==> config.mk <==
export PLATFORM = sky130hd
export DESIGN_NAME = uart_tx_arbiter
export DESIGN_NICKNAME = d
export VERILOG_FILES = /design/src/rtl/uart_tx_arbiter.sv
export SDC_FILE = /design/constraint.sdc
export NUM_CORES = 1
export LEC_CHECK = 0
export CORE_MARGIN = 5
export CORE_UTILIZATION = 55
export CTS_CLUSTER_DIAMETER = 150
export DETAILED_ROUTE_END_ITERATION = 10
export DONT_BUFFER_PORTS = 1
export MAX_ROUTING_LAYER = met4
export PLACE_DENSITY = 0.7
export SYNTH_ARGS = -nofsm -noshare
export SYNTH_HDL_FRONTEND = slang
export SYNTH_SLANG_ARGS = --single-unit
==> constraint.sdc <==
create_clock -name clk -period 4.4 [get_ports clk]
set_clock_uncertainty 0.05 [all_clocks]
set_input_delay 0.44 -clock clk [delete_from_list [all_inputs] [get_ports clk]]
set_output_delay 0.44 -clock clk [all_outputs]
set_load 0.005 [all_outputs]
==> src/rtl/uart_tx_arbiter.sv <==
`default_nettype none
// ============================================================================
// Module      : uart_tx_arbiter
// Description : Shares one UART transmitter among NUM_REQ requesters.
//               Round-robin grant with packet lock, one-byte holding
//               register, and the UART write/busy handshake sequencer.
// Revision    : 1.0 - initial release
// ============================================================================
module uart_tx_arbiter #(
    parameter int NUM_REQ       = 2,
    parameter int DATA_WIDTH    = 8,
    parameter int BUSY_WAIT_MAX = 4
) (
    input  logic                          clk,
    input  logic                          rst,
    input  logic [NUM_REQ-1:0]            req_valid,
    input  logic [NUM_REQ*DATA_WIDTH-1:0] req_data,
    input  logic [NUM_REQ-1:0]            req_last,
    output logic [NUM_REQ-1:0]            req_ready,
    output logic                          uart_we,
    output logic [DATA_WIDTH-1:0]         uart_data,
    input  logic                          uart_busy,
    output logic [$clog2(NUM_REQ)-1:0]    grant_id,
    output logic                          locked,
    output logic                          err_no_busy
);

    localparam int c_id_w  = $clog2(NUM_REQ);
    localparam int c_cnt_w = $clog2(BUSY_WAIT_MAX + 1);
    localparam logic [c_id_w-1:0]  c_last_id   = c_id_w'(NUM_REQ - 1);
    localparam logic [c_cnt_w-1:0] c_wait_last = c_cnt_w'(BUSY_WAIT_MAX - 1);

    typedef enum logic [1:0] {
        S_IDLE      = 2'd0,
        S_ISSUE     = 2'd1,
        S_WAIT_BUSY = 2'd2,
        S_WAIT_DONE = 2'd3
    } state_t;

    state_t                  r_state;
    state_t                  w_state_nxt;
    logic [DATA_WIDTH-1:0]   r_data;
    logic [c_id_w-1:0]       r_grant_id;
    logic                    r_locked;
    logic [c_id_w-1:0]       r_rr_ptr;
    logic [c_cnt_w-1:0]      r_wait_cnt;

    logic                    w_found;
    logic [c_id_w-1:0]       w_winner;
    logic [c_id_w-1:0]       w_idx;
    logic                    w_accept;
    logic                    w_we;
    logic                    w_err;
    logic [NUM_REQ-1:0]      w_ready;
    logic [DATA_WIDTH-1:0]   w_win_data;
    logic                    w_win_last;
    logic [c_id_w-1:0]       w_rr_next;

    // Pick the winner: a held lock pins the grant, otherwise rotate from rr pointer
    always_comb begin
        w_found  = 1'b0;
        w_winner = '0;
        w_idx    = '0;
        for (int i = 0; i < NUM_REQ; i++) begin
            w_idx = c_id_w'((int'(r_rr_ptr) + i) % NUM_REQ);
            if (!w_found && req_valid[w_idx]) begin
                w_found  = 1'b1;
                w_winner = w_idx;
            end
        end
        if (r_locked) begin
            w_found  = req_valid[r_grant_id];
            w_winner = r_grant_id;
        end
    end

    assign w_win_data = req_data[w_winner*DATA_WIDTH +: DATA_WIDTH];
    assign w_win_last = req_last[w_winner];
    assign w_rr_next  = (w_winner == c_last_id) ? '0 : w_winner + 1'b1;

    // State register
    always_ff @(posedge clk) begin
        if (rst) begin
            r_state <= S_IDLE;
        end else begin
            r_state <= w_state_nxt;
        end
    end

    // Next-state and handshake strobes; accept is suppressed while in reset
    always_comb begin
        w_state_nxt = r_state;
        w_accept    = 1'b0;
        w_we        = 1'b0;
        w_err       = 1'b0;
        case (r_state)
            S_IDLE: begin
                if (w_found && !rst) begin
                    w_accept    = 1'b1;
                    w_state_nxt = S_ISSUE;
                end
            end
            S_ISSUE: begin
                if (!uart_busy) begin
                    w_we        = 1'b1;
                    w_state_nxt = S_WAIT_BUSY;
                end
            end
            S_WAIT_BUSY: begin
                if (uart_busy) begin
                    w_state_nxt = S_WAIT_DONE;
                end else if (r_wait_cnt == c_wait_last) begin
                    w_err       = 1'b1;
                    w_state_nxt = S_IDLE;
                end
            end
            S_WAIT_DONE: begin
                if (!uart_busy) begin
                    w_state_nxt = S_IDLE;
                end
            end
            default: w_state_nxt = S_IDLE;
        endcase
    end

    // One-hot ready for the winner only during an accept
    always_comb begin
        w_ready = '0;
        if (w_accept) begin
            w_ready[w_winner] = 1'b1;
        end
    end

    // Holding register, grant/lock bookkeeping and the busy-rise timeout counter
    always_ff @(posedge clk) begin
        if (rst) begin
            r_data     <= '0;
            r_grant_id <= '0;
            r_locked   <= 1'b0;
            r_rr_ptr   <= '0;
            r_wait_cnt <= '0;
        end else begin
            if (w_accept) begin
                r_data     <= w_win_data;
                r_grant_id <= w_winner;
                r_locked   <= ~w_win_last;
                if (w_win_last) begin
                    r_rr_ptr <= w_rr_next;
                end
            end
            if (w_we) begin
                r_wait_cnt <= '0;
            end else if (r_state == S_WAIT_BUSY && !uart_busy) begin
                r_wait_cnt <= r_wait_cnt + c_cnt_w'(1);
            end
        end
    end

    assign req_ready   = w_ready;
    assign uart_we     = w_we & ~rst;
    assign err_no_busy = w_err & ~rst;
    assign uart_data   = r_data;
    assign grant_id    = r_grant_id;
    assign locked      = r_locked;

endmodule
`default_nettype wire
==> run summary <==
Gates resized during post-CTS repair numbered 0. Based on the critical path, the design can be clocked at up to 429 MHz. The residual DRC count came out at 0. Setup repair after global routing left no endpoint under its margin. The via count came out at 654. Summed over all layers, the global routing overflow is 0. After detailed routing, the average wire length per cell comes to 15.5 um. The die height came out at 48.9 um. The worst setup path is captured at a primary output. The headroom to the max-slew limit is 73.7%. TritonCTS created 3 clock buffers.

Of the total power, registers draw 56.9%. The worst-case setup slack after placement is 2.37 ns. The fraction of synthesized area in multiplexers is 12.0%. At the pin with the least slew margin, the transition time is 0.389 ns. The area of the core region is 0.00147 mm2. The number of DRC markers after the initial detailed-route iteration came out at 5. Once placement completed, the tool counted placed cells totaling 105. The combinational power share is 19.4%.

The global-route wire length before repair is 2700 um. The number of buffers added to fix hold violations after cts came out at 0. The initial core utilization came out at 56.5%. The number of setup buffers added after CTS is 0. The total power density per cell area is 360 mW/mm2. The number of max-capacitance violations reported is 0. Entering global routing, the biggest net connects 23 pins. After routing, the total negative slack on setup checks comes to 0 ns. The peak supply drop came out at 185 uV. The setup slack of the critical path after layout came out at 2.07 ns. The diode insertion count for antenna repair came out at 0. Traced cell by cell, the critical path runs through or2_4, a2111oi_4, buf_4, nor2b_1.

The total non-filler cell area in the finished layout is 852 um2. The number of iterations in the first detailed-routing pass is 4. The root buffer selected by CTS is clkbuf_4.

Setup violations remaining at the end of the flow were counted as 0. The number of buffers and inverters on the critical path is 1. The netlist area before placement is 832 um2.

By area, the combinational part of the netlist is dominated by compound AO/OA/AOI/OAI gates. The internal power contribution came out at 0.220 mW. The capture point of the worst reg-to-reg path is r_rr_ptr.

The maximum clock path buffer count came out at 2. The path class of the tightest hold or removal check is input port to flop. The number of synthesized register bits came out at 16. The mean area per synthesized cell is 8.76 um2. The later-pin clock latency in the skew report is 0.27 ns. The area of the multi-input gates is 470 um2.

The final critical path takes up 53.0% of the cycle. The classification of the worst setup path is flop to primary output. Of all nets on the critical path, the largest fanout is 22. On the final layout, the worst hold slack is 0.172 ns.

The share of post-route cells with drive strength above 1 came out at 8.70%. In the routed layout, each cell is associated on average with a via count of 6.06. The via count of the first global-routing pass is 611. Among cell families on the critical path, the largest total delay comes from simple AND/OR/NAND/NOR gates.

The wire length reported by the detailed router came out at 1680 um. CTS built an H-tree with a depth of 1. The placer's final routability congestion estimate is 0.814.

The number of pins exceeding their max-slew limit in the final report came out at 0. On the critical path, the stage with the largest delay is an instance of dfxtp_1. Counting the fill cells in the layout gives 150. The final hold violation count came out at 0. The number of flops mapped to enable cells by yosys is 0.

The number of nets in the final layout came out at 119. After Yosys synthesis, XOR and XNOR cells account for 0% of the synthesized area. The post-synthesis share of cell area spent on full adders, half adders and majority gates is 3.01%. The clock period could shrink to 2.33 ns.

The clock transition time at the flip-flop clock pins of the worst setup and hold paths came out at 0.08 ns. The placed wire-length estimate after detailed placement came out at 1260 um. The length in cells of the worst reg-to-reg path is 5. The number of stages on the worst hold path is 1. The number of antenna violations at the first check in global routing is 0. The share of flip-flops with an asynchronous set or reset after synthesis is 0%.

The clock sink count is 16. The flow ran to the end, and the final reports show no timing, DRC or antenna violations. The library cells used most frequently in the layout, excluding fill and tap cells, are dfxtp_1, nor2_1, mux2i_1.

The power dissipated by switching net loads is 0.0864 mW. The flop-to-flop setup slack is 2.46 ns. The required time of the critical path is 3.91 ns.

In this run the cell area measured after placement is 830 um2. The number of distinct library cell variants in the gate-level netlist after synthesis came out at 27. The CTS tree is built. Summing the areas of all compound-gate instances in the mapped netlist gives 21.7% of the synthesized area. The worst hold path endpoint is uart_data[7]. The post-route non-filler standard cell count is 108. The count of warnings emitted by yosys is 0. The arrival time at the worst endpoint is 1.84 ns. The count of nets left with antenna violations after detail routing is 0. Input and output buffers added on the ports amount to 0. The sequential fraction of the synthesis area is 38.5%. The share of total power in the clock network came out at 23.7%. The static power due to leakage came out at 0.337 nW. The post-synthesis instance total is 95.

The net switching share of the total power is 28.2%. The sequential cells in the finished layout cover a total of 320 um2. The number of nets handed over by synthesis was 120. The total routing usage reported by global routing is 14.2%. The full die area is 0.00239 mm2. The width of the die is 48.9 um.

The worst setup path is launched from a flop. The startpoint identified for the worst hold timing path is rst. In this run the count of I/O pins placed on the die edge is 37. The library cell used most frequently in the layout, excluding fill and tap cells, is dfxtp_1. The critical path's largest stage delay is 0.41 ns. The count of standard-cell rows came out at 14.

For this run, the leading register cell type out of synthesis is dfxtp_1. The area share of and/or/nand/nor cells after synthesis is 19.8%. In this run the critical register-to-register path is launched from r_state[0]. The area growth from synthesis to layout came out at 2.41%.
sequential cells by signal, indices dropped and copies added (netlist names):
register,flops
grant_id,1
locked,1
r_rr_ptr,1
r_state,2
r_wait_cnt,3
uart_data,8
worst max-delay path by stage:
stage,to,depth (start not counted),from,slack (ns)
after floorplan,req_ready[1],5,r_state[1],2.46
after global placement,req_ready[1],4,r_state[0],2.41
after detailed placement,req_ready[1],4,r_state[0],2.37
after global routing,req_ready[1],4,r_state[1],1.92
final,req_ready[1],4,r_state[0],2.07
after CTS,req_ready[1],4,r_state[0],2.05
power by group through the flow:
stage,Clock (mW),Sequential (mW),Combinational (mW)
3_3_place_gp,0,0.177,0.0581
4_1_cts,0.0770,0.175,0.0602
6_report,0.0728,0.174,0.0595
3_5_place_dp,0,0.178,0.0601
5_1_grt,0.0845,0.177,0.0665
2_1_floorplan,0,0.172,0.0595
per-stage QoR:
| stage | util [%] | power [mW] |
|---|---|---|
| after CTS | 57.9 | 0.312 |
| after global routing | 57.9 | 0.328 |
| after floorplan | - | 0.231 |
| after global placement | 56.4 | 0.235 |
| after detailed placement | 56.4 | 0.238 |
| final | 57.9 | 0.307 |
cells in the mapped netlist (2+ instances only):
cell | count | share of area, %
a211oi_1 | 8 | 7.2
a21oi_1 | 6 | 3.6
buf_2 | 3 | 1.8
clkbuf_1 | 4 | 1.8
dfxtp_1 | 16 | 38
ha_1 | 2 | 3.0
mux2i_1 | 10 | 12
nand2_1 | 5 | 2.3
nand2b_1 | 2 | 1.5
nor2_1 | 14 | 6.3
nor2b_1 | 3 | 2.3
nor3_1 | 2 | 1.2
o21ai_0 | 6 | 3.6
area by class of cell:
cell class / instances / share of cell area (%)
clock buffers: 3 / 2.64
inverters: 1 / 0.441
multi-input cells: 70 / 55.2
flip-flops and latches: 16 / 37.6
well taps: 16 / 2.35
repair buffers: 2 / 1.76
cell families after synthesis:
kind of cell    count (synthesis)
flops                          16
mux                            10
simple gates                   33
compound gates                 25
fa+ha+maj                       2
buf+inv                         9
routing by layer:
layer	vias up	GRT usage [%]	wire, um
li1	334	-	-
met1	292	16.8	728
met2	24	22.6	798
met3	4	5.20	134
met4	0	4.04	18
met5	-	-	0
Note: power is estimated with default switching activity, not from simulation.
